`config.mk`:
```
export PLATFORM = sky130hd
export DESIGN_NAME = uart_frame_parser
export DESIGN_NICKNAME = d
export VERILOG_FILES = /design/src/rtl/uart_frame_parser_pkg.sv /design/src/rtl/uart_frame_parser_timer.sv /design/src/rtl/uart_frame_parser.sv
export SDC_FILE = /design/constraint.sdc
export NUM_CORES = 1
export LEC_CHECK = 0
export ABC_AREA = 1
export CORE_ASPECT_RATIO = 0.9
export CORE_MARGIN = 1.5
export CORE_UTILIZATION = 47
export CTS_CLUSTER_DIAMETER = 200
export DETAILED_ROUTE_END_ITERATION = 16
export MAX_ROUTING_LAYER = met4
export PLACE_DENSITY = 0.76
export REMOVE_ABC_BUFFERS = 1
export SYNTH_ARGS = -nofsm -noshare
export SYNTH_HDL_FRONTEND = slang
export SYNTH_SLANG_ARGS = --single-unit
```
`constraint.sdc`:
```
create_clock -name clk -period 1.6 [get_ports clk]
set_input_delay 0.24 -clock clk [delete_from_list [all_inputs] [get_ports clk]]
set_output_delay 0.24 -clock clk [all_outputs]
set_load 0.1 [all_outputs]
```
`src/rtl/uart_frame_parser_pkg.sv`:
```
// Shared types and constants for the UART frame parser.
//   e_frame_state   : parser FSM states
//   FRAME_HEADER    : default start-of-frame byte
//   st_frame_parser : bundle of internal parser wires (also exported as the
//                     debug view of the FSM)
package pkg_uart;

  localparam logic [7:0] FRAME_HEADER = 8'hFE;

  typedef enum logic [1:0] {
    ST_IDLE = 2'd0,
    ST_LEN  = 2'd1,
    ST_DATA = 2'd2,
    ST_CHK  = 2'd3
  } e_frame_state;

  typedef struct packed {
    e_frame_state state;   // current FSM state
    logic [3:0]   idx;     // payload byte index
    logic [7:0]   chk;     // running XOR checksum
    logic [31:0]  count;   // inter-byte timer value, zero-extended
    logic         tc;      // timer terminal count
    logic         buf_we;  // payload buffer write enable
  } st_frame_parser;

endpackage

```
`src/rtl/uart_frame_parser_timer.sv`:
```
// frame_timer: clearable up-counter with terminal-count flag.
//   clk, rst : clock, synchronous active-high reset
//   clr      : synchronous clear (wins over en)
//   en       : count enable
//   count    : current value
//   tc       : high while count == TIMEOUT-1; the counter holds there
// TIMEOUT must be at least 2.
module frame_timer #(
  parameter int TIMEOUT = 21700
) (
  input  logic                       clk,
  input  logic                       rst,
  input  logic                       clr,
  input  logic                       en,
  output logic [$clog2(TIMEOUT)-1:0] count,
  output logic                       tc
);

  localparam int CW = $clog2(TIMEOUT);

  assign tc = (count == CW'(TIMEOUT - 1));

  always_ff @(posedge clk) begin
    if (rst || clr) begin
      count <= '0;
    end else if (en && !tc) begin
      count <= count + CW'(1);
    end
  end

endmodule

```
`src/rtl/uart_frame_parser.sv`:
```
// uart_frame_parser: assembles frames HEADER, LEN, payload[LEN], XOR checksum
// from the UART receiver byte strobe and reports good frames and errors.
//   clk, rst    : clock, synchronous active-high reset
//   i_rcv       : one-cycle byte strobe; i_data sampled only when high
//   i_data      : received byte
//   o_valid     : one-cycle pulse, good frame on o_len / o_payload
//   o_len       : payload length of last good frame
//   o_payload   : payload of last good frame, byte k at [8k+7:8k]
//   o_err_chk   : one-cycle pulse, checksum mismatch
//   o_err_len   : one-cycle pulse, length byte 0 or > MAX_LEN
//   o_err_tmo   : one-cycle pulse, inter-byte timeout inside a frame
//   o_busy      : high while a frame is being parsed
//   o_dbg       : FSM state and internal parser wires
// Handshake: i_rcv is a strobe with no back-pressure; every strobe is
// consumed in the cycle it is presented. Outputs are all registered and the
// four pulses are mutually exclusive.
module uart_frame_parser
  import pkg_uart::*;
#(
  parameter logic [7:0] HEADER  = FRAME_HEADER,
  parameter int         MAX_LEN = 8,
  parameter int         TIMEOUT = 21700
) (
  input  logic                   clk,
  input  logic                   rst,
  input  logic                   i_rcv,
  input  logic [7:0]             i_data,
  output logic                   o_valid,
  output logic [3:0]             o_len,
  output logic [8*MAX_LEN-1:0]   o_payload,
  output logic                   o_err_chk,
  output logic                   o_err_len,
  output logic                   o_err_tmo,
  output logic                   o_busy,
  output st_frame_parser         o_dbg
);

  localparam int CW = $clog2(TIMEOUT);

  e_frame_state             state_q, state_n;
  logic [3:0]               idx_q, idx_n;
  logic [7:0]               chk_q, chk_n;
  logic [3:0]               len_q, len_n;
  logic [MAX_LEN-1:0][7:0]  buf_q;

  logic buf_clr, buf_we, commit;
  logic valid_n, err_chk_n, err_len_n, err_tmo_n;

  logic [CW-1:0] tmr_count;
  logic          tmr_tc;

  // Counter idles at zero outside a frame and restarts on every byte.
  frame_timer #(.TIMEOUT(TIMEOUT)) u_timer (
    .clk   (clk),
    .rst   (rst),
    .clr   (i_rcv || (state_q == ST_IDLE)),
    .en    (state_q != ST_IDLE),
    .count (tmr_count),
    .tc    (tmr_tc)
  );

  always_comb begin
    state_n   = state_q;
    idx_n     = idx_q;
    chk_n     = chk_q;
    len_n     = len_q;
    buf_clr   = 1'b0;
    buf_we    = 1'b0;
    commit    = 1'b0;
    valid_n   = 1'b0;
    err_chk_n = 1'b0;
    err_len_n = 1'b0;
    err_tmo_n = 1'b0;

    // A byte arriving on the terminal-count cycle takes priority.
    if (state_q != ST_IDLE && !i_rcv && tmr_tc) begin
      err_tmo_n = 1'b1;
      state_n   = ST_IDLE;
    end else begin
      case (state_q)
        ST_IDLE: begin
          if (i_rcv && i_data == HEADER) begin
            state_n = ST_LEN;
          end
        end
        ST_LEN: begin
          if (i_rcv) begin
            buf_clr = 1'b1;
            if (i_data != 8'd0 && i_data <= 8'(MAX_LEN)) begin
              len_n   = i_data[3:0];
              idx_n   = 4'd0;
              chk_n   = i_data;
              state_n = ST_DATA;
            end else begin
              err_len_n = 1'b1;
              state_n   = ST_IDLE;
            end
          end
        end
        ST_DATA: begin
          if (i_rcv) begin
            buf_we = 1'b1;
            chk_n  = chk_q ^ i_data;
            if (idx_q == len_q - 4'd1) begin
              state_n = ST_CHK;
            end else begin
              idx_n = idx_q + 4'd1;
            end
          end
        end
        ST_CHK: begin
          if (i_rcv) begin
            if (i_data == chk_q) begin
              valid_n = 1'b1;
              commit  = 1'b1;
            end else begin
              err_chk_n = 1'b1;
            end
            state_n = ST_IDLE;
          end
        end
        default: state_n = ST_IDLE;
      endcase
    end
  end

  always_ff @(posedge clk) begin
    if (rst) begin
      state_q   <= ST_IDLE;
      idx_q     <= '0;
      chk_q     <= '0;
      len_q     <= '0;
      buf_q     <= '0;
      o_valid   <= 1'b0;
      o_err_chk <= 1'b0;
      o_err_len <= 1'b0;
      o_err_tmo <= 1'b0;
      o_busy    <= 1'b0;
      o_len     <= '0;
      o_payload <= '0;
    end else begin
      state_q   <= state_n;
      idx_q     <= idx_n;
      chk_q     <= chk_n;
      len_q     <= len_n;
      o_valid   <= valid_n;
      o_err_chk <= err_chk_n;
      o_err_len <= err_len_n;
      o_err_tmo <= err_tmo_n;
      o_busy    <= (state_n != ST_IDLE);

      // Clearing at the length byte keeps slots >= L zero in the payload.
      if (buf_clr) begin
        buf_q <= '0;
      end else if (buf_we) begin
        for (int k = 0; k < MAX_LEN; k++) begin
          if (idx_q == 4'(k)) begin
            buf_q[k] <= i_data;
          end
        end
      end

      if (commit) begin
        o_payload <= buf_q;
        o_len     <= len_q;
      end
    end
  end

  assign o_dbg = '{
    state:  state_q,
    idx:    idx_q,
    chk:    chk_q,
    count:  32'(tmr_count),
    tc:     tmr_tc,
    buf_we: buf_we
  };

endmodule

```
==> impl_metrics.yaml, run 1 <==
power_and_ir_drop:
  p_leak_nw: 4.26
  switching_share_pct: 36.3
  combinationalPowerShare_pct: 33.4
  clkPwrFrac_pct: 30.6
  net-switching-power_w: 0.00456
  finalPower_w: 0.0126
  powerDensity_nw_per_um2: 1130
  seqPwrFrac_pct: 35.9
  intPower_w: 0.00801
  irDropWorstVdd_mv: 1.54
cts:
  hold_buffers: 0
  cts_tree: "yes"
  htreeDepth: 4
  clock_sinks: 170
  worstSkewPairLatency_ns: 0.44
  cts_buffers: 17
  cts.clk_slew.worst_paths_ns: 0.07
  clockBufferDepth: 2
  cts-root-buf: "clkbuf_16"
timing:
  hold_viol_final: 0
  setup-violations-final: 40
  fin_crit_ns: 2.05
  rsz0062_at_grt: "yes"
  setup_slack_ns: -0.445
  slew_violations: 0
  finClkSkew_ns: 0.00830
  max_freq_mhz: 489
  whs_ns: 0.398
  period_share_pct: 128
layout:
  final_util_pct: 76.1
  n_antenna_cell: 0
  nFillCells: 864
  fin_cells: 1295
  multi_input_area_sq_um: 3440
  nNetsFinal: 1105
  drive_above_1_share_pct: 31.2
  area_delta_synth_final_pct: 59.1
  regArea_sq_um: 3410
drt:
  num_vias: 7188
  first_pass_iters: 5
  first_iter_violations: 651
  wl_microns: 22300
  antenna_left: 0
  drcViolationCount: 0
  via_per_inst: 5.55
  routedWlPerCell_microns: 17.2
critical_path:
  start_kind: "flip-flop"
  worst_setup_path_end_kind: "primary output"
  cp_max_fo: 4
  cp_data_required_time_ns: 1.36
  critPathArrivalTime_ns: 1.81
  crit_type: "reg2out"
floorplan:
  pin_count: 132
  dieArea_sq_um: 15700
  die_w_microns: 132
  dieHeight_microns: 119
  core-area_sq_um: 14700
  rows: 42
  initial_core_util_pct: 47.8
place:
  pre_cts_slack_ns: -0.359
  place_hpwl_microns: 12700
  place_inst: 1243
  routabilityCongestion: 0.924
  port_buffers: 114
hold_path:
  hp-class: "in2reg"
synth:
  synthAdderAreaFrac_pct: 1.78
  post_synth_xor_area_fraction_pct: 2.50
  ys_seq_area_share_pct: 48.5
  yosys.area_share.simple_pct: 18.4
  synth_top_family_by_area: "compound AO/OA/AOI/OAI gates"
  synth_cell_type_count: 30
  syn_avg_cell_area_sq_um: 7.78
  yosysWarnings: 0
  synth.area.mux_share_pct: 0
  syn_area_sq_um: 7010
  synth_compound_area_share_pct: 20.3
  synth_cells: 901
  ys_ff_latch: 170
status:
  status: "finished, violations left"
  violations: "setup timing"
global_routing:
  antenna_found_initial: 0
  grt_pass1_wl_microns: 31800
  grt_max_degree: 69
  grt-ovfl-total: 0
  grt_usage_pct: 25.9
  grt_pass1_vias: 6462
flow_run:
  drv_cap: 0
final cells by class:
type	instances	area share, %
Clock buffer	21	4.13
Multi-Input combinational cell	619	30.8
Tap cell	198	2.22
Timing Repair Buffer	218	29.4
Inverter	58	2.06
Clock inverter	11	0.774
Sequential cell	170	30.6
kinds of logic after synthesis:
family	after synthesis
AOI/OAI and AO/OA	252
buffers and inverters	128
and+or+nand+nor	320
adders and majority gates	10
xor gates and xnor gates	20
other	1
DFF	170
power by group through the flow:
stage	registers, W	clock network [W]	logic, W
5_1_grt	0.00453	0.00402	0.00439
3_3_place_gp	0.00458	0	0.00340
4_1_cts	0.00450	0.00385	0.00368
6_report	0.00451	0.00385	0.00420
3_5_place_dp	0.00458	0	0.00346
2_1_floorplan	0.00537	0	0.00123
state kept, by name, indices dropped and copies added (netlist names):
name and count:
state_q 2, idx_q 4, chk_q 8, buf_q 64, o_len 4, o_payload 64, o_busy 1, o_err_chk 1
u_timer.count 15, o_err_len 1, len_q 4, o_valid 1, o_err_tmo 1
layout by cell type, fill, tap and decap left out, types with 16 or more instances in the layout:
cell type  instances
conb_1            17
o21ai_1           19
clkbuf_16         19
buf_4             73
nand2_1           84
dfxtp_1          161
buf_12           121
nand3_1           16
a21oi_2           21
a211oi_1          56
nor2_1           160
inv_1             38
o21ai_0           67
a21oi_1           77
path summary, 6_finish.rpt:
kind | start | end | slack [ns] | depth (start not counted)
worst max-delay path | u_timer.count[10] | o_dbg[1] | -0.45 | 6
worst max register to register | state_q[0] | chk_q[7] | -0.12 | 10
worst min-delay path | i_data[2] | chk_q[2] | 0.40 | 5
worst min register to register | buf_q[49] | buf_q[49] | 0.49 | 2
Yosys cell counts (all sizes together):
library cell | number | area [sq um]
nor4 | 1 | 6.26
or2 | 2 | 12.5
dfxtp | 170 | 3400
clkinv | 7 | 26.3
ha | 10 | 125
inv | 51 | 191
buf | 39 | 251
nand2 | 103 | 389
nand3 | 21 | 105
a211oi | 64 | 480
xor2 | 12 | 105
nor2 | 175 | 672
nand3b | 1 | 7.51
a21oi | 98 | 490
nand4 | 5 | 31.3
xnor2 | 8 | 70.1
conb | 1 | 3.75
nor3 | 9 | 45.0
nor3b | 3 | 22.5
o21ai | 88 | 440
o211ai | 1 | 7.51
clkbuf | 31 | 116
o21a | 1 | 7.51
critical path, stage by stage (launching register included):
cell and delay (ns):
dfxtp_2 0.36, inv_1 0.08, nor2_1 0.12, nand2_1 0.12, nor4_1 0.32, buf_4 0.19, buf_12 0.17
metal layers:
layer,wire length [microns],vias to the layer above,GRT usage [%]
met5,0,-,-
met4,756,0,9.93
met3,1550,94,6.05
met2,10900,378,41.9
met1,9090,3355,31.6
li1,-,3361,-
metrics by stage:
| step | area (sq um) | setup TNS, ns |
|---|---|---|
| after global routing | 11200 | -6.57 |
| after floorplan | 6700 | -239.35 |
| final | 11200 | -2.66 |
| after detailed placement | 9990 | -39.51 |
| after global placement | 9990 | -30.53 |
| after CTS | 10700 | -1.60 |
timing repair:
| action | CTS | global route |
|---|---|---|
| resized for setup | 36 | 104 |
| pin swaps | 16 | 18 |
| endpoints found under the setup margin | 72 | 110 |
| setup buffers | 11 | 9 |
| gates cloned | 0 | 2 |
(Power assumes the default switching activity.)
==> inputs of run 2 (changes only) <==
--- a/config.mk
+++ b/config.mk
@@ -7,7 +7,7 @@
 export LEC_CHECK = 0
 export ABC_AREA = 1
 export CORE_ASPECT_RATIO = 0.9
-export CORE_MARGIN = 1.5
+export CORE_MARGIN = 2
 export CORE_UTILIZATION = 47
 export CTS_CLUSTER_DIAMETER = 200
 export DETAILED_ROUTE_END_ITERATION = 16
==> run 2 against run 1 <==
Net effect: the flow still finishes with violations (setup timing); sequential power rose by 1%; register-to-register slack got worse by 0.13 ns; count of clock-buffer cells in the layout fell by 3; design area rose by 11%; wire length rose by 48%; first-iteration DRC count rose by 110%; sequential cell count did not move; global-route usage fell by 0.58 points; largest cell class unchanged; cell count rose by 2.4%; clock skew rose by 0.0052 ns.
==> impl_metrics.yaml, run 2 (synthesis gave the netlist of run 1 again) <==
critical_path:
  r2r_cells: 9
  critPathArrivalTime_ns: 1.80
  crit_cells: 6
  crit_path_cell_trace: "inv_1, nor2_1, nand2_1, nor4_1, buf_4, buf_12"
  crit_path_end: "o_dbg[1]"
  cp_data_required_time_ns: 1.36
  reg2reg_setup_slack_ns: -0.25
  crit_type: "reg2out"
  critPathSlowestCell: "dfxtp_1"
  timing.rr.end: "buf_q[37]"
  rr_startpoint: "idx_q[0]"
  crit_path_start: "u_timer.count[10]"
  cp_max_fo: 3
  slowest_delay_ns: 0.39
  path_delay_family: "simple AND/OR/NAND/NOR gates"
  worst_setup_path_end_kind: "primary output"
  path_buf_inv: 3
  start_kind: "flip-flop"
timing:
  tns_ns: -9.53
  period_share_pct: 128
  finClkSkew_ns: 0.0135
  slew_violations: 0
  setup_slack_ns: -0.443
  worst_pin_slew_ns: 0.558
  setup-violations-final: 136
  slew_headroom_pct: 62.8
  rsz0062_at_grt: "yes"
  hold_viol_final: 0
  max_freq_mhz: 489
  fin_crit_ns: 2.04
global_routing:
  grt_pass1_wl_microns: 31600
  grt-ovfl-total: 0
  grt_max_degree: 70
  grt_pass1_vias: 6455
  antenna_found_initial: 0
  grt_usage_pct: 25.3
layout:
  nFillCells: 598
  drive_above_1_share_pct: 42.0
  final_cell_mix: "nor2_1 (161), dfxtp_1 (159), buf_12 (128)"
  nNetsFinal: 1136
  area_delta_synth_final_pct: 76.1
  fin_cells: 1326
  reg_top3: "buf_q x64, o_payload x64, u_timer.count x15"
  postLayoutCellArea_sq_um: 12300
  n_antenna_cell: 0
  layout_commonest_cell: "nor2_1"
cts:
  clock_sinks: 170
  worstSkewPairLatency_ns: 0.45
  cts_buffers: 17
  cts.clk_slew.worst_paths_ns: 0.07
  clockBufferDepth: 2
  htreeDepth: 4
  cts-root-buf: "clkbuf_16"
  cts_tree: "yes"
place:
  port_buffers: 114
  place_hpwl_microns: 13000
  routabilityCongestion: 0.960
  pre_cts_slack_ns: -0.388
  place_inst: 1242
  placed_cell_area_sq_um: 9950
drt:
  via_per_inst: 6.30
  routedWlPerCell_microns: 24.9
  first_pass_iters: 8
  wl_microns: 33000
  first_iter_violations: 1364
  antenna_left: 0
  drcViolationCount: 0
  num_vias: 8359
floorplan:
  die_w_microns: 133
  dieHeight_microns: 120
  dieArea_sq_um: 15900
  rows: 42
  core-area_sq_um: 14700
  pin_count: 132
  initial_core_util_pct: 47.8
power_and_ir_drop:
  finalPower_w: 0.0134
  p_leak_nw: 4.74
  powerDensity_nw_per_um2: 1090
  irDropWorstVdd_mv: 1.68
status:
  violations: "setup timing"
  status: "finished, violations left"
flow_run:
  drv_cap: 0
hold_path:
  hp-class: "in2reg"
==> run 2: timing repair <==
item                       4_1_cts  5_1_grt
buffers inserted                 4       16
pin swaps                       13       57
resized for setup               35      299
hold buffers                     0        0
setup endpoints to repair       82      162
cloned                           0       34
==> run 2: through the flow <==
step | util, % | hold slack [ns]
after floorplan | - | 0.309
after CTS | 72.7 | 0.488
after global placement | 67.8 | 0.464
after detailed placement | 67.8 | 0.479
after global routing | 84.2 | 0.381
final | 84.2 | 0.362
==> run 2: worst min-delay path by stage <==
stage                 startpoint                 to  slack (ns)  depth (start not counted)
3_3_place_gp   u_timer.count[10]  u_timer.count[10]        0.46                          2
5_1_grt                i_data[7]           chk_q[7]        0.38                          5
4_1_cts                buf_q[52]          buf_q[52]        0.49                          2
3_5_place_dp           buf_q[52]          buf_q[52]        0.48                          2
2_1_floorplan                rst           chk_q[0]        0.31                          1
6_report               i_data[7]           chk_q[7]        0.36                          5
==> run 2: routing by layer <==
layer | vias to the layer above | share of wire [%] | wire [microns] | track usage, %
met2 | 798 | 46 | 15100 | 41.3
met1 | 3862 | 33 | 10900 | 31.1
met5 | - | 0 | 0 | -
met3 | 286 | 13 | 4160 | 5.66
met4 | 0 | 8.7 | 2880 | 9.27
li1 | 3413 | - | - | -
==> run 2: final cells by class <==
cell class | count | area (sq um) | share of cell area (%)
Clock buffer | 18 | 429 | 3.48
Clock inverter | 14 | 161 | 1.31
Inverter | 58 | 240 | 1.95
Multi-Input combinational cell | 621 | 3940 | 31.9
Sequential cell | 170 | 3420 | 27.7
Tap cell | 198 | 248 | 2.01
Timing Repair Buffer | 247 | 3910 | 31.7
==> run 2: tightest hold or removal path, delay by kind of cell <==
| family | cells | cell delay [ns] |
|---|---|---|
| compound gates | 2 | 0.12 |
| simple gates | 1 | 0.06 |
| buf+inv | 1 | 0.19 |
| xor+xnor | 1 | 0.15 |
==> run 2: report_power, final <==
group	total (W)	internal, W	switching, W
Combinational	0.00462	0.00171	0.00290
Clock	0.00427	0.00234	0.00193
Sequential	0.00457	0.00440	0.000165
